$ cat config.mk
export PLATFORM = sky130hd
export DESIGN_NAME = hazard_ctrl_unit
export DESIGN_NICKNAME = d
export VERILOG_FILES = /design/src/rtl/hazard_ctrl_unit.sv
export SDC_FILE = /design/constraint.sdc
export NUM_CORES = 1
export LEC_CHECK = 0
export ABC_AREA = 1
export BUFFER_PORTS_ARGS = -buffer_cell sky130_fd_sc_hd__clkbuf_2
export CAP_MARGIN = 40
export CELL_PAD_IN_SITES_DETAIL_PLACEMENT = 2
export CELL_PAD_IN_SITES_GLOBAL_PLACEMENT = 2
export CORE_AREA = 5 5 111 113
export DETAILED_ROUTE_END_ITERATION = 12
export DIE_AREA = 0 0 116 118
export HOLD_SLACK_MARGIN = 0.06
export PLACE_DENSITY_LB_ADDON = 0.25
export SETUP_SLACK_MARGIN = 0.02
export SLEW_MARGIN = 20
export SYNTH_ARGS = -nofsm -noshare
export SYNTH_HDL_FRONTEND = slang
export SYNTH_SLANG_ARGS = --single-unit
$ cat constraint.sdc
create_clock -name clk -period 2.48 [get_ports clk]
set_input_delay 0.124 -clock clk [delete_from_list [all_inputs] [get_ports clk]]
set_output_delay 0.124 -clock clk [all_outputs]
set_load 0.01 [all_outputs]
$ cat src/rtl/hazard_ctrl_unit.sv
// Pipeline hazard, drain/UART-rewrite and interrupt controller.
// Every registered output updates on the falling clock edge.
module hazard_ctrl_unit #(
    parameter int unsigned     STAGE_CNT  = 5,
    parameter int unsigned     IRQ_CNT    = 4,
    parameter int unsigned     REG_ADDR_W = 5,
    parameter int unsigned     PC_W       = 32,
    parameter logic [PC_W-1:0] PC_MAX     = PC_W'(32'h0000_3FFF),
    localparam int unsigned    IRQ_ID_W   = (IRQ_CNT > 1) ? $clog2(IRQ_CNT) : 1
) (
    input  logic                    clk,
    input  logic                    rst_n,
    input  logic                    reg_1_valid,
    input  logic                    reg_2_valid,
    input  logic                    branch_instruction,
    input  logic                    ex_mem_read_enable,
    input  logic                    ex_reg_write_enable,
    input  logic                    ex_no_op,
    input  logic                    mem_reg_write_enable,
    input  logic                    mem_no_op,
    input  logic [REG_ADDR_W-1:0]   id_reg_1_idx,
    input  logic [REG_ADDR_W-1:0]   id_reg_2_idx,
    input  logic [REG_ADDR_W-1:0]   ex_reg_dest_idx,
    input  logic [REG_ADDR_W-1:0]   mem_reg_dest_idx,
    input  logic [PC_W-1:0]         pc_next,
    input  logic                    cpu_pause,
    input  logic                    cpu_resume,
    input  logic                    uart_complete,
    input  logic [IRQ_CNT-1:0]      irq_req,
    input  logic [IRQ_CNT-1:0]      irq_mask,
    input  logic [IRQ_CNT-1:0]      irq_done,
    output logic                    uart_disable,
    output logic                    pc_reset,
    output logic [2*STAGE_CNT-1:0]  hazard_control,
    output logic [IRQ_CNT-1:0]      irq_ack,
    output logic [IRQ_ID_W-1:0]     irq_id,
    output logic [2:0]              cpu_state,
    output logic [2:0]              issue_type,
    output logic [15:0]             stall_count
);

    localparam int unsigned HC_W  = 2 * STAGE_CNT;
    localparam int unsigned CNT_W = $clog2(STAGE_CNT);

    localparam logic [HC_W-1:0]  HC_NORMAL   = '0;
    localparam logic [HC_W-1:0]  HC_ALL_HOLD = {STAGE_CNT{2'b01}};
    localparam logic [HC_W-1:0]  HC_DATA     = HC_W'(6'b10_01_01);
    localparam logic [HC_W-1:0]  HC_IF_NOOP  = HC_W'(2'b10);
    localparam logic [CNT_W-1:0] DRAIN_LOAD  = CNT_W'(STAGE_CNT - 1);

    typedef enum logic [2:0] {
        ST_IDLE      = 3'd0,
        ST_EXECUTE   = 3'd1,
        ST_HAZARD    = 3'd2,
        ST_INTERRUPT = 3'd3,
        ST_DRAIN     = 3'd4
    } state_t;

    typedef enum logic [2:0] {
        IS_NONE  = 3'd0,
        IS_DATA  = 3'd1,
        IS_UART  = 3'd2,
        IS_PAUSE = 3'd3,
        IS_IRQ   = 3'd4
    } issue_t;

    state_t               r_state, w_state_nxt;
    issue_t               r_issue, w_issue_nxt;
    logic [HC_W-1:0]      r_hc, w_hc_nxt;
    logic                 r_uart_dis, w_uart_dis_nxt;
    logic                 r_pc_reset, w_pc_reset_nxt;
    logic [IRQ_CNT-1:0]   r_ack, w_ack_nxt;
    logic [IRQ_ID_W-1:0]  r_id, w_id_nxt;
    logic [CNT_W-1:0]     r_cnt, w_cnt_nxt;
    logic [15:0]          r_stall, w_stall_nxt;

    logic                 w_ex_conflict, w_mem_conflict;
    logic                 w_data_hazard, w_uart_hazard;
    logic                 w_irq_valid;
    logic [IRQ_ID_W-1:0]  w_irq_cand;

    assign w_ex_conflict  = ex_reg_write_enable & ~ex_no_op &
                            ((reg_1_valid & (id_reg_1_idx == ex_reg_dest_idx)) |
                             (reg_2_valid & (id_reg_2_idx == ex_reg_dest_idx)));
    assign w_mem_conflict = mem_reg_write_enable & ~mem_no_op &
                            ((reg_1_valid & (id_reg_1_idx == mem_reg_dest_idx)) |
                             (reg_2_valid & (id_reg_2_idx == mem_reg_dest_idx)));
    assign w_data_hazard  = (branch_instruction & (w_ex_conflict | w_mem_conflict)) |
                            (ex_mem_read_enable & w_ex_conflict);
    assign w_uart_hazard  = pc_next > PC_MAX;

    // Lowest-index enabled request wins; scanning downward lets it overwrite.
    always_comb begin
        w_irq_valid = 1'b0;
        w_irq_cand  = '0;
        for (int i = int'(IRQ_CNT) - 1; i >= 0; i--) begin
            if (irq_req[i] & irq_mask[i]) begin
                w_irq_valid = 1'b1;
                w_irq_cand  = IRQ_ID_W'(i);
            end
        end
    end

    always_comb begin
        w_state_nxt    = r_state;
        w_issue_nxt    = r_issue;
        w_hc_nxt       = r_hc;
        w_uart_dis_nxt = r_uart_dis;
        w_pc_reset_nxt = 1'b0;
        w_ack_nxt      = r_ack;
        w_id_nxt       = r_id;
        w_cnt_nxt      = r_cnt;
        w_stall_nxt    = r_stall;

        if ((r_state inside {ST_DRAIN, ST_HAZARD, ST_INTERRUPT}) && (r_stall != 16'hFFFF)) begin
            w_stall_nxt = r_stall + 16'd1;
        end

        case (r_state)
            ST_IDLE: begin
                w_state_nxt = ST_EXECUTE;
            end
            ST_EXECUTE: begin
                if (w_data_hazard) begin
                    w_state_nxt = ST_HAZARD;
                    w_issue_nxt = IS_DATA;
                    w_hc_nxt    = HC_DATA;
                end else if (cpu_pause || w_uart_hazard) begin
                    w_state_nxt = ST_DRAIN;
                    w_issue_nxt = cpu_pause ? IS_PAUSE : IS_UART;
                    w_hc_nxt    = HC_IF_NOOP;
                    w_cnt_nxt   = DRAIN_LOAD;
                end else if (w_irq_valid) begin
                    w_state_nxt = ST_INTERRUPT;
                    w_issue_nxt = IS_IRQ;
                    w_hc_nxt    = HC_ALL_HOLD;
                    w_id_nxt    = w_irq_cand;
                    w_ack_nxt   = IRQ_CNT'(1) << w_irq_cand;
                end
            end
            ST_DRAIN: begin
                if (cpu_pause && (r_issue == IS_UART)) begin
                    w_issue_nxt = IS_PAUSE;
                end
                // Leaving on the last count keeps the drain exactly STAGE_CNT-1 cycles long.
                if (r_cnt <= CNT_W'(1)) begin
                    w_state_nxt    = ST_HAZARD;
                    w_cnt_nxt      = '0;
                    w_uart_dis_nxt = 1'b0;
                end else begin
                    w_cnt_nxt = r_cnt - CNT_W'(1);
                end
            end
            ST_HAZARD: begin
                if (r_issue == IS_DATA) begin
                    if (!w_data_hazard) begin
                        w_state_nxt = ST_EXECUTE;
                        w_issue_nxt = IS_NONE;
                        w_hc_nxt    = HC_NORMAL;
                    end
                end else if (((r_issue == IS_UART) && uart_complete) ||
                             ((r_issue == IS_PAUSE) && cpu_resume && uart_complete)) begin
                    w_state_nxt    = ST_EXECUTE;
                    w_issue_nxt    = IS_NONE;
                    w_hc_nxt       = HC_NORMAL;
                    w_uart_dis_nxt = 1'b1;
                    w_pc_reset_nxt = 1'b1;
                end else if (cpu_pause && (r_issue == IS_UART)) begin
                    w_issue_nxt = IS_PAUSE;
                end
            end
            ST_INTERRUPT: begin
                if (irq_done[r_id]) begin
                    w_state_nxt = ST_EXECUTE;
                    w_issue_nxt = IS_NONE;
                    w_hc_nxt    = HC_NORMAL;
                    w_ack_nxt   = '0;
                end
            end
            default: begin
                w_state_nxt = ST_IDLE;
            end
        endcase
    end

    always_ff @(negedge clk) begin
        if (!rst_n) begin
            r_state    <= ST_IDLE;
            r_issue    <= IS_NONE;
            r_hc       <= HC_NORMAL;
            r_uart_dis <= 1'b1;
            r_pc_reset <= 1'b0;
            r_ack      <= '0;
            r_id       <= '0;
            r_cnt      <= '0;
            r_stall    <= '0;
        end else begin
            r_state    <= w_state_nxt;
            r_issue    <= w_issue_nxt;
            r_hc       <= w_hc_nxt;
            r_uart_dis <= w_uart_dis_nxt;
            r_pc_reset <= w_pc_reset_nxt;
            r_ack      <= w_ack_nxt;
            r_id       <= w_id_nxt;
            r_cnt      <= w_cnt_nxt;
            r_stall    <= w_stall_nxt;
        end
    end

    assign cpu_state      = r_state;
    assign issue_type     = r_issue;
    assign hazard_control = r_hc;
    assign uart_disable   = r_uart_dis;
    assign pc_reset       = r_pc_reset;
    assign irq_ack        = r_ack;
    assign irq_id         = r_id;
    assign stall_count    = r_stall;

endmodule

-- Word-level counts from Yosys, hierarchy flattened
Index checks and enable logic that the tools add are counted.
- bits in registers: 43
- input port bits: 77
- reduce and logical (&&, ||, !) cells: 22
- muxes and demuxes: 51
- equality and inequality tests: 23
- bitwise gates (word level): 24
- add/subtract/negate cells: 2
- shifts and indexed selects: 1
- magnitude comparators: 3
- operators by type and width (operator ; count):
    10-bit two-way mux ; 7
    3-bit two-way mux ; 19
    32-bit by 14-bit greater-than comparator with 1-bit output (second input constant) ; 1
    10-bit case mux with 3 select lines ; 1
    5-bit == test ; 4
    16-bit by 1-bit adder with 16-bit output (second input constant) ; 1
    4-bit two-way mux ; 4
    16-bit != test (second input constant) ; 1
    3-bit case mux with 5 select lines ; 1
    5-bit AND reduction ; 3
    1-bit bitwise AND ; 14
    3-bit by 2-bit == test with 1-bit output (second input constant) ; 4
    3-bit case mux with 4 select lines ; 1
    4-bit AND reduction ; 3
    1-bit two-way mux ; 10
    2-bit != test (second input constant) ; 5
    2-bit two-way mux ; 4
    4-bit case mux with 2 select lines ; 1
    3-bit by 1-bit == test with 1-bit output (second input constant) ; 2
    2-bit by 1-bit != test with 1-bit output (second input constant) ; 3
    1-bit NOT ; 6
    3-bit case mux with 2 select lines ; 1
    2-bit nonzero test ; 3
    3-bit nonzero test ; 2
    17 further kinds ; 25

-- Depth between registers and ports, before layout
Gate-level depths: netlist of the first run.
- depth after elaboration: 10
- depth in mapped cells: 14
- depth with buffers taken out: 14

==> results of run 1 <==
==> state kept, by name, indices dropped and copies added (netlist names) <==
signal / cells
cpu_state: 3
issue_type: 3
irq_ack: 4
uart_disable: 1
irq_id: 2
r_cnt: 3
pc_reset: 1
stall_count: 16
hazard_control: 4
==> cells by family (layout without fill, tap and decap cells) <==
family | Yosys count | in the layout | share of synthesized area (%)
other | 1 | 3 | 0.138
AND/OR/NAND/NOR | 273 | 273 | 48.5
adder cells (fa/ha/maj) | 3 | 3 | 1.38
XOR/XNOR | 2 | 2 | 0.645
buffers and inverters | 70 | 228 | 11.0
AO/OA/AOI/OAI | 53 | 53 | 11.1
flip-flops | 37 | 37 | 27.3
==> area by class of cell <==
type | count | area share (%)
tap | 143 | 4.49
clock inverter | 40 | 3.99
multi-input combinational | 334 | 45.8
sequential | 37 | 18.6
timing repair buffer | 123 | 17.9
inverter | 60 | 6.00
clock buffer | 5 | 3.14
==> per-layer routing <==
layer / track usage, % / vias to the layer above
met1: 18.9 / 1614
li1: - / 1699
met3: 3.34 / 6
met4: 4.13 / 0
met5: 0 / -
met2: 28.1 / 76
==> what timing repair did <==
item                                    in CTS  in global routing
resized for setup                            8                 61
setup buffers                                0                  3
endpoints found under the setup margin      12                 20
endpoints found under the hold margin        0                  0
pin swaps                                    1                 35
==> Yosys cell counts, types with 2 or more instances <==
cell type	number	area [µm²]
a21oi_1	28	140
a21oi_2	2	17.5
buf_4	6	45.0
dfxtp_1	37	741
ha_1	3	37.5
inv_1	44	165
inv_2	14	52.6
nand2_1	133	499
nand2_2	6	37.5
nand2_4	4	45.0
nand3_1	17	85.1
nand3_2	2	20.0
nand4_1	6	37.5
nand4_4	2	42.5
nor2_1	67	251
nor2_2	4	25.0
nor2_4	6	67.6
nor3_1	12	60.1
nor3_2	4	40.0
nor4_1	2	12.5
o21ai_0	11	55.1
o21ai_1	4	20.0
o21ai_2	2	17.5
==> how the worst max path moves through the flow <==
| stage | startpoint | endpoint | slack (ps) |
|---|---|---|---|
| after floorplan | mem_reg_dest_idx[0] | r_cnt[0] | 40 |
| after detailed placement | mem_reg_dest_idx[4] | r_cnt[0] | -460 |
| after CTS | mem_reg_dest_idx[4] | issue_type[1] | 8 |
| final | issue_type[1] | issue_type[1] | 80 |
| after global placement | mem_reg_dest_idx[4] | issue_type[2] | -360 |
| after global routing | pc_next[17] | issue_type[1] | -40 |
==> cells in the final DEF (no fill, tap or decap), types with 6 or more instances in the layout <==
master / Yosys / layout
a21oi_1: 28 / 26
buf_4: 6 / 27
clkbuf_2: 0 / 87
dfxtp_1: 37 / 36
inv_1: 44 / 72
inv_2: 14 / 21
nand2_1: 133 / 121
nand2_2: 6 / 14
nand2_4: 4 / 8
nand3_1: 17 / 14
nand4_1: 6 / 6
nor2_1: 67 / 54
nor2_2: 4 / 13
nor2_4: 6 / 10
nor3_1: 12 / 12
o21ai_0: 11 / 10
==> metrics by stage <==
step           total power (µW)  cell area, µm²
6_report                   3050            3980
5_1_grt                    3340            3980
4_1_cts                    3080            3800
3_5_place_dp               2200            3500
3_3_place_gp               2130            3500
2_1_floorplan              1740            2730
==> power groups by stage <==
stage               Sequential [µW]  Combinational [µW]  Clock [µW]
floorplan                       843                 802        93.6
global placement                809                1220        93.6
detailed placement              815                1290        93.6
CTS                             810                1320         946
global route                    825                1500        1010
finish                          810                1340         899
==> results.yml, run 1 <==
final_layout:
  num_antenna_cells: 0
  area_growth_syn_to_layout_pct: 46.6
  final_cell_count_no_fill: 742
  multi_input_area_um2: 1830
  fin_util_pct: 35.5
  nets: 678
  seqCellArea_um2: 742
  drive_gt1_share_pct: 37.4
  fill_cells: 1421
critical_path:
  cp_num_buf_inv: 1
  timing.rr.start: "cpu_state[1]"
  crit_path_cell_trace: "clkbuf_2"
  cp.arrival_ps: 2280
  crit_family: "flip-flops"
  start_kind: "flip-flop"
  criticalPathCategory: "reg2out"
  reg2reg_slack_ps: 670
  reg2reg_depth: 11
  cp_slowest_cell: "dfxtp_1"
  r2r-end: "stall_count[12]"
  worst_ep_required_time_ps: 2360
  end_kind: "output pin"
  path_depth: 1
  crit_fanout: 7
  slowest_delay_ps: 470
place:
  portBuffers: 99
  dp_hpwl_um: 8710
  gp_routability_congestion: 0.776
  place_ws_ps: -464
  dp.cells: 695
pwr:
  power_density_nw_per_um2: 767
  irDropWorstVdd_uv: 282
  p_int_uw: 1630
  p_leak_uw: 0.00212
  p_sw_uw: 1420
  switching_share_pct: 46.6
  p_comb_share_pct: 44.0
  p_clk_share_pct: 29.5
  seqPwrFrac_pct: 26.5
sta:
  worst_slack_ps: 77.8
  fin_skew_ps: 20.7
  fin_setup_tns_ps: 0
  finalMaxSlewViolations: 0
  hold_viol_final: 0
  rsz0062_at_grt: "true"
  hold_slack_ps: 469
  setup_viol: 0
clock_network:
  cts_inserted_buffers: 5
  clkTransAtPathRegs_ps: 40
  insertion_delay_ps: 370
  clkSinkCount: 37
  cts_tree: "built"
  cts_root_buffer: "clkbuf_16"
  htree_levels: 2
  clk_path_buf_depth: 2
  cts_hold_buf: 0
route:
  met1Wirelength_um: 4730
  wl_per_cell_um: 14.9
  ant_nets: 0
  wl_met3_um: 416
  drtIter0Drc: 90
  first_pass_iters: 4
  drt-total-wl_um: 11000
  vias: 3395
  viasPerCell: 4.58
  wl_met2_um: 5830
  dr.max_layer_used: "met4"
  drc_errors: 0
synthesis:
  ys_ff_latch: 37
  syn-instance-count: 439
  synth_ff_type: "dfxtp_1"
  yosysUniqueCellTypes: 46
  syn_area_um2: 2720
  async_reset_ff_share_pct: 0
  ys_seq_area_share_pct: 27.3
  synth-edff-count: 0
  syn_avg_cell_area_um2: 6.19
  ys_warn_count: 0
hold_path:
  min_path_cells: 2
  hold_end: "irq_ack[1]"
  hold_path_class: "reg2reg"
  min_from: "irq_ack[1]"
floorplanning:
  dieArea_um2: 13700
  rows: 39
  initial_core_util_pct: 24.2
  core_um2: 11200
  die_w_um: 116
  pin_count: 117
  dieHeight_um: 118
job:
  cap_violations: 0
global_route:
  grt_pass1_vias: 3785
  antenna_found_initial: 0
  grt-ovfl-total: 0
  grt_pass1_wl_um: 17800
  grt_usage_pct: 15.8
  grt_max_degree: 22
run_status:
  status: "finished, final reports clean"
(Power assumes the default switching activity.)
==> inputs of run 2 (changes only) <==
--- a/config.mk
+++ b/config.mk
@@ -10,9 +10,9 @@
 export CAP_MARGIN = 40
 export CELL_PAD_IN_SITES_DETAIL_PLACEMENT = 2
 export CELL_PAD_IN_SITES_GLOBAL_PLACEMENT = 2
-export CORE_AREA = 5 5 111 113
+export CORE_AREA = 4 4 110 112
 export DETAILED_ROUTE_END_ITERATION = 12
-export DIE_AREA = 0 0 116 118
+export DIE_AREA = 0 0 114 116
 export HOLD_SLACK_MARGIN = 0.06
 export PLACE_DENSITY_LB_ADDON = 0.25
 export SETUP_SLACK_MARGIN = 0.02
==> run 2 against run 1 <==
Effect of this change: final cell count is the same; setup slack lost 41 ps; largest power group unchanged; final area grew 3.5%; total power grew 4.6%; flip-flop and latch count is the same; sequential power shrank 0.5%; global-route usage grew 0.16 points; largest cell class unchanged; sequential share of layout area shrank 0.63 points; clock skew shrank 2.7 ps.
==> results.yml, run 2 (synthesis results as in run 1) <==
global_route:
  grt_max_degree: 22
  antenna_found_initial: 0
  grt-ovfl-total: 0
  grt_pass1_vias: 3755
  grt_usage_pct: 15.9
  grt_pass1_wl_um: 17300
route:
  viasPerCell: 4.58
  first_pass_iters: 4
  ant_nets: 0
  vias: 3396
  drc_errors: 0
  wl_per_cell_um: 14.5
  drt-total-wl_um: 10800
  drtIter0Drc: 114
final_layout:
  largest_reg_flops: 16
  mostFrequentLayoutCells: "103 x nand2_1, 81 x clkbuf_2, 65 x inv_1"
  drive_gt1_share_pct: 42.4
  num_antenna_cells: 0
  fin_util_pct: 36.7
  nets: 678
  area_growth_syn_to_layout_pct: 51.7
  final_cell_count_no_fill: 742
  seqCellArea_um2: 742
  fill_cells: 1382
  multi_input_area_um2: 1900
  layout_commonest_cell: "nand2_1"
critical_path:
  end_kind: "flip-flop"
  path_depth: 10
  crit_end: "hazard_control[2]"
  start_kind: "primary input"
  reg2reg_slack_ps: 640
  slowest_delay_ps: 270
  cp_num_buf_inv: 1
  r2r-end: "hazard_control[1]"
  worst_ep_required_time_ps: 1530
  crit_family: "simple AND/OR/NAND/NOR gates"
  reg2reg_depth: 11
  timing.rr.start: "cpu_state[0]"
  crit_start: "pc_next[14]"
  criticalPathCategory: "in2reg"
  crit_fanout: 8
  crit_path_cell_trace: "clkbuf_2 > nor3_1 > nand2_2 > nor2_4 > nand2_2 > nor3_2 > nor2_4 > nand2_1 > nand2_1 > nor2_1"
  cp.arrival_ps: 1500
  cp_slowest_cell: "nor3_1"
job:
  cap_violations: 0
clock_network:
  cts_tree: "built"
  clkTransAtPathRegs_ps: 40
  insertion_delay_ps: 370
  cts_root_buffer: "clkbuf_16"
  clk_path_buf_depth: 2
  cts_hold_buf: 0
  cts_inserted_buffers: 5
  htree_levels: 2
  clkSinkCount: 37
floorplanning:
  dieHeight_um: 116
  pin_count: 117
  die_w_um: 114
  dieArea_um2: 13200
  initial_core_util_pct: 24.2
  rows: 39
  core_um2: 11200
place:
  place_ws_ps: -403
  gp_routability_congestion: 0.751
  dp_hpwl_um: 8440
  dp.cells: 695
  portBuffers: 99
sta:
  setup_viol: 0
  worst_slack_ps: 36.8
  hold_slack_ps: 465
  fin_skew_ps: 18.0
  hold_viol_final: 0
  worst_slew_pin_slew_ps: 509
  worst_slew_margin_rel_pct: 66.0
  rsz0062_at_grt: "true"
  finalMaxSlewViolations: 0
pwr:
  p_leak_uw: 0.00214
  power_density_nw_per_um2: 774
  totalPowerFinal_uw: 3190
  irDropWorstVdd_uv: 351
hold_path:
  hold_path_class: "reg2reg"
run_status:
  status: "finished, final reports clean"
-- run 2: changes by cell type in the layout (fill, tap and decap cells not counted), sizes merged --
cell and delta:
buf +6, bufinv +1, clkinvlp -1, clkbuf -6, clkinv -1, inv +1
-- run 2: worst min-delay path, cell delays in order (launching register included) --
cell     delay [ps]
dfxtp_1         300
nand2_1          60
a21oi_1          50
-- run 2: final cells by class --
cell class | count | area share, %
inverters | 60 | 5.98
clock inverters | 40 | 4.40
clock buffers | 5 | 3.03
flip-flops and latches | 37 | 18.0
well taps | 143 | 4.34
multi-input cells | 334 | 46.0
repair buffers | 123 | 18.2
-- run 2: where the power goes --
part / switching, µW / internal [µW] / leakage (µW)
clock network: 445 / 557 / 0.000282
registers: 105 / 701 / 0.000301
logic: 872 / 514 / 0.00156
-- run 2: routing by layer --
layer | track usage (%) | routed length, µm | vias to the layer above | share of wire, %
li1 | - | - | 1691 | -
met2 | 28.9 | 5570 | 83 | 52
met4 | 5.23 | 95 | 0 | 0.88
met3 | 3.24 | 454 | 6 | 4.2
met5 | 0 | 0 | - | 0
met1 | 18.7 | 4680 | 1616 | 43
-- run 2: repair_timing --
item / CTS / global route
gates resized for setup: 6 / 115
pin swaps: 1 / 32
setup buffers: 0 / 3
endpoints found under the setup margin: 12 / 20
-- run 2: how the worst min path moves through the flow --
| stage | from | end | depth (start not counted) |
|---|---|---|---|
| after CTS | irq_ack[0] | irq_ack[0] | 2 |
| after detailed placement | r_cnt[1] | r_cnt[1] | 2 |
| after global routing | irq_ack[1] | irq_ack[1] | 2 |
| after floorplan | r_cnt[1] | r_cnt[1] | 2 |
| final | irq_ack[0] | irq_ack[0] | 2 |
| after global placement | r_cnt[1] | r_cnt[1] | 2 |
-- run 2: per-stage QoR --
step                area (µm²)  setup TNS [ps]
finish                    4120               0
global route              4120            -358
CTS                       3820               0
detailed placement        3500           -6730
global placement          3500           -5180
floorplan                 2730               0
